$ cat src/rtl/sseg_pkg.sv
// sseg_pkg: shared hex font table, segment bit indices and pin polarity helper for the 7-segment scan driver
package sseg_pkg;

    // Bit positions inside the {g,f,e,d,c,b,a} segment vector
    localparam int SEG_A = 0;
    localparam int SEG_B = 1;
    localparam int SEG_C = 2;
    localparam int SEG_D = 3;
    localparam int SEG_E = 4;
    localparam int SEG_F = 5;
    localparam int SEG_G = 6;

    typedef logic [6:0] seg_t;

    // Active-high glyphs, entry 0 at the right: 0 1 2 3 4 5 6 7 8 9 A b C d E F
    localparam seg_t [15:0] HEX_FONT = {
        7'h71, 7'h79, 7'h5E, 7'h39, 7'h7C, 7'h77, 7'h6F, 7'h7F,
        7'h07, 7'h7D, 7'h6D, 7'h66, 7'h4F, 7'h5B, 7'h06, 7'h3F
    };

    // Convert an active-high segment pattern to the level the pins need
    function automatic seg_t seg_drive(input seg_t lit, input logic act_low);
        return act_low ? ~lit : lit;
    endfunction

endpackage

$ cat src/rtl/sseg_hex_font.sv
// sseg_hex_font: combinational nibble to active-high 7-segment glyph decode
module sseg_hex_font
    import sseg_pkg::*;
(
    input  logic [3:0] nibble,
    output logic [6:0] seg
);

    seg_t glyph;

    // Full 16-entry lookup, so every nibble has a defined glyph; the output
    // is assembled through the named indices to pin down the port bit order
    always_comb begin
        glyph = HEX_FONT[nibble];
        seg   = {glyph[SEG_G], glyph[SEG_F], glyph[SEG_E], glyph[SEG_D],
                 glyph[SEG_C], glyph[SEG_B], glyph[SEG_A]};
    end

endmodule

$ cat src/rtl/sseg_scan_driver.sv
// sseg_scan_driver: time-multiplexed N-digit hex 7-segment driver with tear-free update and guard time
// Optional feature: define SSEG_LEADING_ZERO_BLANK_EN to blank leading zero digits.
module sseg_scan_driver
    import sseg_pkg::*;
#(
    parameter int NUM_DIGITS   = 4,
    parameter int REFRESH_DIV  = 50000,
    parameter int GUARD_CYCLES = 16,
    parameter bit SEG_ACT_LOW  = 1'b1,
    parameter bit AN_ACT_LOW   = 1'b1
) (
    input  logic                    clk,
    input  logic                    rst_n,
    input  logic                    load,
    input  logic [4*NUM_DIGITS-1:0] value,
    input  logic [NUM_DIGITS-1:0]   dp_in,
    input  logic [NUM_DIGITS-1:0]   blank,
    output logic [6:0]              segs,
    output logic                    dp,
    output logic [NUM_DIGITS-1:0]   an,
    output logic                    frame_tick
);

    localparam int CW     = REFRESH_DIV > 1 ? $clog2(REFRESH_DIV) : 1;
    localparam int DW     = NUM_DIGITS > 1 ? $clog2(NUM_DIGITS) : 1;
    localparam int DISP_W = 6 * NUM_DIGITS;
    localparam logic [CW-1:0] CNT_LAST = CW'(REFRESH_DIV - 1);
    localparam logic [DW-1:0] DIG_LAST = DW'(NUM_DIGITS - 1);

    // Scan position
    logic [CW-1:0]         div_cnt_q, div_cnt_d;
    logic [DW-1:0]         digit_q, digit_d;
    logic                  slot_end, wrap;
    // Display content, packed as {value, dp_in, blank}
    logic [DISP_W-1:0]     shadow_q, shadow_d;
    logic [DISP_W-1:0]     pending_q, pending_d;
    logic                  pend_vld_q, pend_vld_d;
    logic [4*NUM_DIGITS-1:0] sh_val;
    logic [NUM_DIGITS-1:0] sh_dp, sh_blank;
    // Output datapath
    logic [3:0]            cur_nib;
    logic [6:0]            cur_glyph;
    logic [NUM_DIGITS-1:0] lzb;
    logic [NUM_DIGITS-1:0] an_on;
    logic                  cur_dark;
    logic [6:0]            segs_q, segs_d;
    logic                  dp_q, dp_d;
    logic [NUM_DIGITS-1:0] an_q, an_d;
    logic                  frame_tick_q, frame_tick_d;

    assign sh_val   = shadow_q[DISP_W-1 -: 4*NUM_DIGITS];
    assign sh_dp    = shadow_q[2*NUM_DIGITS-1 -: NUM_DIGITS];
    assign sh_blank = shadow_q[NUM_DIGITS-1:0];
    assign cur_nib  = sh_val[digit_q*4 +: 4];

    sseg_hex_font u_font (
        .nibble (cur_nib),
        .seg    (cur_glyph)
    );

    // Scan position: divider runs through one slot, digit advances at slot end;
    // frame_tick is precomputed so the registered pulse lines up with the wrap cycle
    always_comb begin
        slot_end     = div_cnt_q == CNT_LAST;
        wrap         = slot_end && digit_q == DIG_LAST;
        div_cnt_d    = slot_end ? '0 : div_cnt_q + 1'b1;
        digit_d      = !slot_end ? digit_q : (wrap ? '0 : digit_q + 1'b1);
        frame_tick_d = div_cnt_d == CNT_LAST && digit_d == DIG_LAST;
    end

    // Load buffering: new content waits in pending and is only committed at frame
    // wrap; a load on the wrap cycle itself bypasses pending
    always_comb begin
        pending_d  = load ? {value, dp_in, blank} : pending_q;
        pend_vld_d = wrap ? 1'b0 : (load | pend_vld_q);
        shadow_d   = !wrap     ? shadow_q :
                     load       ? {value, dp_in, blank} :
                     pend_vld_q ? pending_q : shadow_q;
    end

`ifdef SSEG_LEADING_ZERO_BLANK_EN
    // Leading-zero mask: walk down from the MSB digit until the first nonzero
    // nibble; digit 0 always stays visible
    always_comb begin
        logic seen;
        seen = 1'b0;
        lzb  = '0;
        for (int i = NUM_DIGITS - 1; i > 0; i--) begin
            seen   = seen | (sh_val[4*i +: 4] != 4'h0);
            lzb[i] = !seen;
        end
    end
`else
    assign lzb = '0;
`endif

    // Next pin levels: decode current digit, hold anodes off in the guard window,
    // darken blanked digits, then apply pin polarity
    always_comb begin
        cur_dark = sh_blank[digit_q] | lzb[digit_q];
        an_on    = (int'(div_cnt_q) < GUARD_CYCLES) ? '0 : NUM_DIGITS'(1) << digit_q;
        an_d     = AN_ACT_LOW ? ~an_on : an_on;
        segs_d   = seg_drive(cur_dark ? 7'h00 : cur_glyph, SEG_ACT_LOW);
        dp_d     = SEG_ACT_LOW ^ (!cur_dark & sh_dp[digit_q]);
    end

    // State and output registers; reset drives every pin to its off level
    always_ff @(posedge clk or negedge rst_n) begin
        if (!rst_n) begin
            div_cnt_q    <= '0;
            digit_q      <= '0;
            shadow_q     <= '0;
            pending_q    <= '0;
            pend_vld_q   <= 1'b0;
            segs_q       <= {7{SEG_ACT_LOW}};
            dp_q         <= SEG_ACT_LOW;
            an_q         <= {NUM_DIGITS{AN_ACT_LOW}};
            frame_tick_q <= 1'b0;
        end else begin
            div_cnt_q    <= div_cnt_d;
            digit_q      <= digit_d;
            shadow_q     <= shadow_d;
            pending_q    <= pending_d;
            pend_vld_q   <= pend_vld_d;
            segs_q       <= segs_d;
            dp_q         <= dp_d;
            an_q         <= an_d;
            frame_tick_q <= frame_tick_d;
        end
    end

    assign segs       = segs_q;
    assign dp         = dp_q;
    assign an         = an_q;
    assign frame_tick = frame_tick_q;

endmodule

$ cat config.mk
export PLATFORM = sky130hd
export DESIGN_NAME = sseg_scan_driver
export DESIGN_NICKNAME = d
export VERILOG_FILES = /design/src/rtl/sseg_pkg.sv /design/src/rtl/sseg_hex_font.sv /design/src/rtl/sseg_scan_driver.sv
export SDC_FILE = /design/constraint.sdc
export NUM_CORES = 1
export LEC_CHECK = 0
export ABC_AREA = 1
export CAP_MARGIN = 10
export CORE_MARGIN = 5
export CORE_UTILIZATION = 41
export CTS_BUF_LIST = sky130_fd_sc_hd__clkbuf_2
export DETAILED_ROUTE_END_ITERATION = 12
export PLACE_DENSITY_LB_ADDON = 0.15
export SETUP_SLACK_MARGIN = 0.1
export SLEW_MARGIN = 10
export SYNTH_ARGS = -nofsm -noshare
export SYNTH_HDL_FRONTEND = slang
export SYNTH_SLANG_ARGS = --single-unit
$ cat constraint.sdc
create_clock -name clk -period 2 [get_ports clk]
set_input_delay 0.5 -clock clk [delete_from_list [all_inputs] [get_ports clk]]
set_output_delay 0.5 -clock clk [all_outputs]
set_load 0.005 [all_outputs]
* Yosys cells after proc, flatten, opt, wreduce, memory -nomap -nowiden
Memory sizes are Yosys's and may differ from the RTL's.
Index checks and enable logic that the tools add are counted.
** Word-level totals
- Bits in registers :: 80
- Memory bits (read-only) :: 112
- Input port bits :: 27
- Output and inout bits :: 13
- Word-level logic and storage cells :: 47
- Memories :: 1
** Memories
- (no name shown) :: depth 16, width 7, rd ports 1, clocked after Yosys merged registers in 0, write ports 0, line sseg_hex_font.sv:14 : glyph = HEX_FONT[nibble];
** Cells by class
- Add/subtract/negate cells :: 2
- Order comparisons :: 3
- Eq/ne operators :: 4
- Shifts and indexed selects :: 2
- Muxes and demuxes :: 15
- Bitwise operators :: 6
- Reductions and logical operators :: 5
** Operator list (number)
- $mux 24 :: 2
- $eq 16x16->1 const B :: 2
- $add 16x1->16 const B :: 1
- $lt 16x5->1 const B :: 1
- $mux 16 :: 1
- $shiftx 16x5->4 :: 1
- $mux 7 :: 2
- $not 7->7 :: 1
- $bmux 1 s2 :: 3
- $lt 4x5->1 const B :: 1
- $eq 2x2->1 const B :: 2
- $mux 1 :: 4
- $mux 2 :: 2
- $mux 4 :: 1
- $not 4->4 :: 1
- $shl 1x2->4 const A :: 1
- $lt 2x3->1 const B :: 1
- $add 2x1->2 const B :: 1
- $logic_and 1x1->1 :: 2
- $or 1x1->1 :: 2
- $reduce_and 2->1 :: 1
- $reduce_bool 2->1 :: 1
- $and 1x1->1 :: 1
- $logic_not 1->1 :: 1
- $not 1->1 :: 1

* Longest topological paths before layout
- Depth in word-level cells :: 6
- Mapped depth :: 13
- Depth with buffers taken out :: 11

* Hierarchy
A second synthesis with hierarchy kept.
** Second synthesis, totals
- Cells, all modules :: 445
- Area total of the unflattened synthesis :: 3921.3 µm²
** By module, submodules not included
- sseg_scan_driver :: instances 1, cells each 393, area each 3644.7 µm², sequential area each 2016.9 µm²
- sseg_hex_font :: instances 1, cells each 52, area each 276.5 µm², sequential area each 0.0 µm²

* Least setup slack after synthesis
No wires, ideal clock.
- Path type :: input to register
- Start point :: input load
- End point :: register shadow_q[0]
- Setup time :: 125 ps
- Data arrival time :: 1620 ps
- Required time :: 1875 ps
- Setup slack :: 255 ps
- Stages :: 5
- Buffers on the path :: 2
- Cell sequence :: clkbuf_1 or2_2 nand4_4 buf_6 mux2_4
** Between the ends
- Longest elaborated chain between the ends :: 2
** Ends and longest elaborated chain
- start: declaration :: line sseg_scan_driver.sv:14 : input logic load,
- $reduce_bool 2->1 (no line)
- $reduce_and 2->1 (no line)
- end signal: assignment :: line sseg_scan_driver.sv:122 : shadow_q <= shadow_d;
- end: declaration :: line sseg_scan_driver.sv:35 : logic [DISP_W-1:0] shadow_q, shadow_d;
Parallel ways exist; a longest one is shown, timed or not.
A chain may end at the register's enable or synchronous reset.

* Worst setup path in the final report
- Start point :: register an_q[2] (netlist: an[2])
- End point :: output an[2]
** RTL lines
- start: declaration :: line sseg_scan_driver.sv:48 : logic [NUM_DIGITS-1:0] an_q, an_d;
- start signal: assignment :: line sseg_scan_driver.sv:117 : an_q <= {NUM_DIGITS{AN_ACT_LOW}};
- start signal: assignment :: line sseg_scan_driver.sv:127 : an_q <= an_d;
- end: declaration :: line sseg_scan_driver.sv:20 : output logic [NUM_DIGITS-1:0] an,
No word-level cell between the ends.

==> flow_summary.yaml <==
outcome:
  status: "complete, no violations"
layout:
  fill_cells: 891
  multiInputGateArea_um2: 1650
  design_area_um2: 4620
  fin_nets: 532
  drive_gt1_frac: 0.158
  non_filler_instance_count_after_layout: 611
  antennaDiodeCount: 0
  flow.area_growth_from_synthesis_pct: 19.7
  fin_util: 0.503
  layout.area.seq_um2: 2020
sta:
  finalCritPeriodShare: 0.908
  worst_slew_margin_rel: 0.726
  clock.fmax_mhz: 551
  skew_ps: 52.5
  report.final.setup_viol: 0
  worst_slew_pin_slew_ps: 410
  grt_setup_unrepaired: "false"
  finalHoldViolations: 0
  timing_max_transition_violations_final: 0
  layout_min_cycle_time_ps: 1820
  setup-tns-final_ps: 0
worst_setup_path:
  worst-r2r-setup-slack_ps: 210
  cp_cell_sequence: "clkdlybuf4s15_1"
  worstSetupEndpointType: "output pin"
  crit_path_max_incr_delay_ps: 580
  crit_path_required_time_ps: 1500
  type_of_the_worst_setup_path: "register to output pin"
  cpLargestDelayFamily: "flip-flops"
  worst_setup_path_start_kind: "register"
  timing.reg2reg.worst_path_depth: 6
  cpMaxStageDelayCell: "dfstp_2"
  critical_path.n_buffers_inverters: 1
  crit_reg_reg_startpoint: "div_cnt_q[0]"
  path_max_fanout: 1
  cp_arrival_ps: 1320
  reg2reg_to: "shadow_q[6]"
clocking:
  clock_sink_count: 80
  insertion_delay_ps: 550
  max-clock-path-buffers: 2
  clk_root_buffer_cell: "clkbuf_2"
  cts_post_setup_buffers_inserted: 0
  h-tree-depth: 3
  clkSlewWorstSetupHoldPaths_ps: 260
  tritoncts.num_buffers: 9
  cts_tree: "yes"
placed_design:
  placed_area_um2: 4470
  gp_routability_congestion: 0.841
  numPortBuffers: 39
  place_hpwl_um: 5850
  dpl.cell_count: 594
logic_synthesis:
  synth-seq-area-share: 0.522
  syn-num-nets: 480
  synthesis.area_per_instance_um2: 8.72
  netlist_instances: 443
  ys_seq_elements: 80
  mappedNetlistArea_um2: 3860
  yosysWarnings: 0
  synth_cell_type_count: 28
route:
  routed_wl_um: 7980
  num_vias: 2957
  route.detailed.wl_per_inst_um: 13.1
  drc: 0
  routed_via_count_divided_by_cell_count: 4.84
  detailedRoute.firstIterationViolations: 87
  firstDrtPassIters: 4
  postRouteAntennaNets: 0
grt:
  grtUsageTotal: 0.150
  antenna_violations_before_repair: 0
  grt_remaining_overflow: 0
  grt_pass1_vias: 2868
  grt_first_pass_wirelength_um: 13700
  grt_start_max_net_pins: 37
pwr:
  p_leak_nw: 2.38
  overall_power_w: 0.00276
  p_per_area_nw_per_um2: 596
  ir_worst_vdd_v: 0.000344
die:
  die_area_um2: 11500
  boundaryPins: 40
  floorplan.initialDensity: 0.420
  floorplan.core_area_um2: 9200
  die_x_um: 107
  fp-row-count: 35
  die_y_um: 107
worst_hold_path:
  classification_of_the_worst_slack_hold_path: "input pin to asynchronous set/reset pin"
flow_run:
  drv.max_cap_violation_count: 0
worst max-delay path by stage:
| stage | startpoint | to | slack, ps | depth (start not counted) |
|---|---|---|---|---|
| 4_1_cts | digit_q[0] | segs[6] | 110 | 10 |
| 3_3_place_gp | load | shadow_q[18] | -70 | 5 |
| 5_1_grt | digit_q[0] | segs[6] | 100 | 11 |
| 6_report | an[2] | an[2] | 180 | 1 |
| 3_5_place_dp | load | shadow_q[16] | -50 | 5 |
| 2_1_floorplan | load | shadow_q[0] | 260 | 5 |
cells in the final DEF, fill, tap and decap left out, drive strengths merged:
cell type and instances:
a21oi 5, clkdlybuf4s50 25, dlygate4sd3 1, o22ai 2
clkinvlp 2, nor2 51, o21bai 2, nand3 26
o21ai 15, bufinv 1, buf 12, nand4 6
nor4 1, dfstp 12, clkinv 1, or2 2
clkbuf 10, clkdlybuf4s15 9, mux2 21, nor3 3
nand2 157, xor2 1, dfrtp 68, dlygate4sd2 3
ha 10, o211ai 5, o311ai 1, inv 48
registers in the layout, summed over array words and instances (netlist names):
name        cells
pending_q      24
shadow_q       24
div_cnt_q      16
segs            7
an              4
digit_q         2
dp              1
frame_tick      1
pend_vld_q      1
area by class of cell:
class | count | area share
sequential | 80 | 0.436
clock inverter | 7 | 0.0165
multi-input combinational | 308 | 0.357
clock buffer | 9 | 0.00974
inverter | 45 | 0.0365
tap | 111 | 0.0300
timing repair buffer | 51 | 0.114
metrics by stage:
step / worst slack [ps] / hold WS, ps
2_1_floorplan: 255 / 204
3_3_place_gp: -69.1 / 450
3_5_place_dp: -47.4 / 459
4_1_cts: 110 / 355
5_1_grt: 102 / 372
6_report: 183 / 378
worst reg2reg max path: stages, from the launching register on:
cell and delay, ps:
dfrtp_1 500, ha_4 190, nand3_2 150, nor2_4 200, nand4_4 150, buf_12 190, mux2_4 300
logic make-up (layout without fill, tap and decap cells):
kind of cell	after synthesis	after routing	share of synthesized area
AO/OA/AOI/OAI	30	30	0.0450
XOR/XNOR	1	1	0.00227
adder cells (fa/ha/maj)	10	10	0.0324
buffers and inverters	55	112	0.0579
flip-flops	80	80	0.522
multiplexers	21	21	0.0748
AND/OR/NAND/NOR	246	246	0.266
report_power, final:
group | internal, W | switching (W)
registers | 0.00166 | 0.0000113
logic | 0.0000778 | 0.0000889
clock network | 0.000299 | 0.000616
synthesized netlist by cell type:
cell,instances,share of area
nand2_1,156,0.15
a21oi_1,5,0.0065
dfrtp_1,68,0.44
nand2_2,1,0.0016
inv_1,44,0.043
nand4_4,1,0.0055
or2_2,2,0.0032
nand3_1,25,0.032
dfstp_2,12,0.082
o311ai_1,1,0.0023
buf_2,2,0.0026
ha_1,10,0.032
nor4_1,1,0.0016
o22ai_1,2,0.0032
clkbuf_1,6,0.0058
mux2_4,14,0.054
nor2_4,3,0.0087
inv_2,1,0.00097
nand3_2,1,0.0026
buf_6,2,0.0058
mux2_2,7,0.020
nand4_1,5,0.0081
xor2_1,1,0.0023
o211ai_1,5,0.0097
nor2_1,48,0.047
o21ai_0,15,0.019
nor3_1,3,0.0039
o21bai_1,2,0.0039
repair_timing:
action	in CTS	in global routing
hold endpoints to repair	26	0
gates cloned	0	0
endpoints found under the setup margin	14	27
gates resized for setup	14	22
hold buffers	1	0
layer usage:
layer | share of wire | GRT usage | up-vias
met5 | 0 | 0 | -
met4 | 0.0091 | 0.0466 | 0
met1 | 0.52 | 0.213 | 1398
li1 | - | - | 1501
met2 | 0.43 | 0.226 | 51
met3 | 0.041 | 0.0367 | 7
Power figures use the tool's default switching activity.
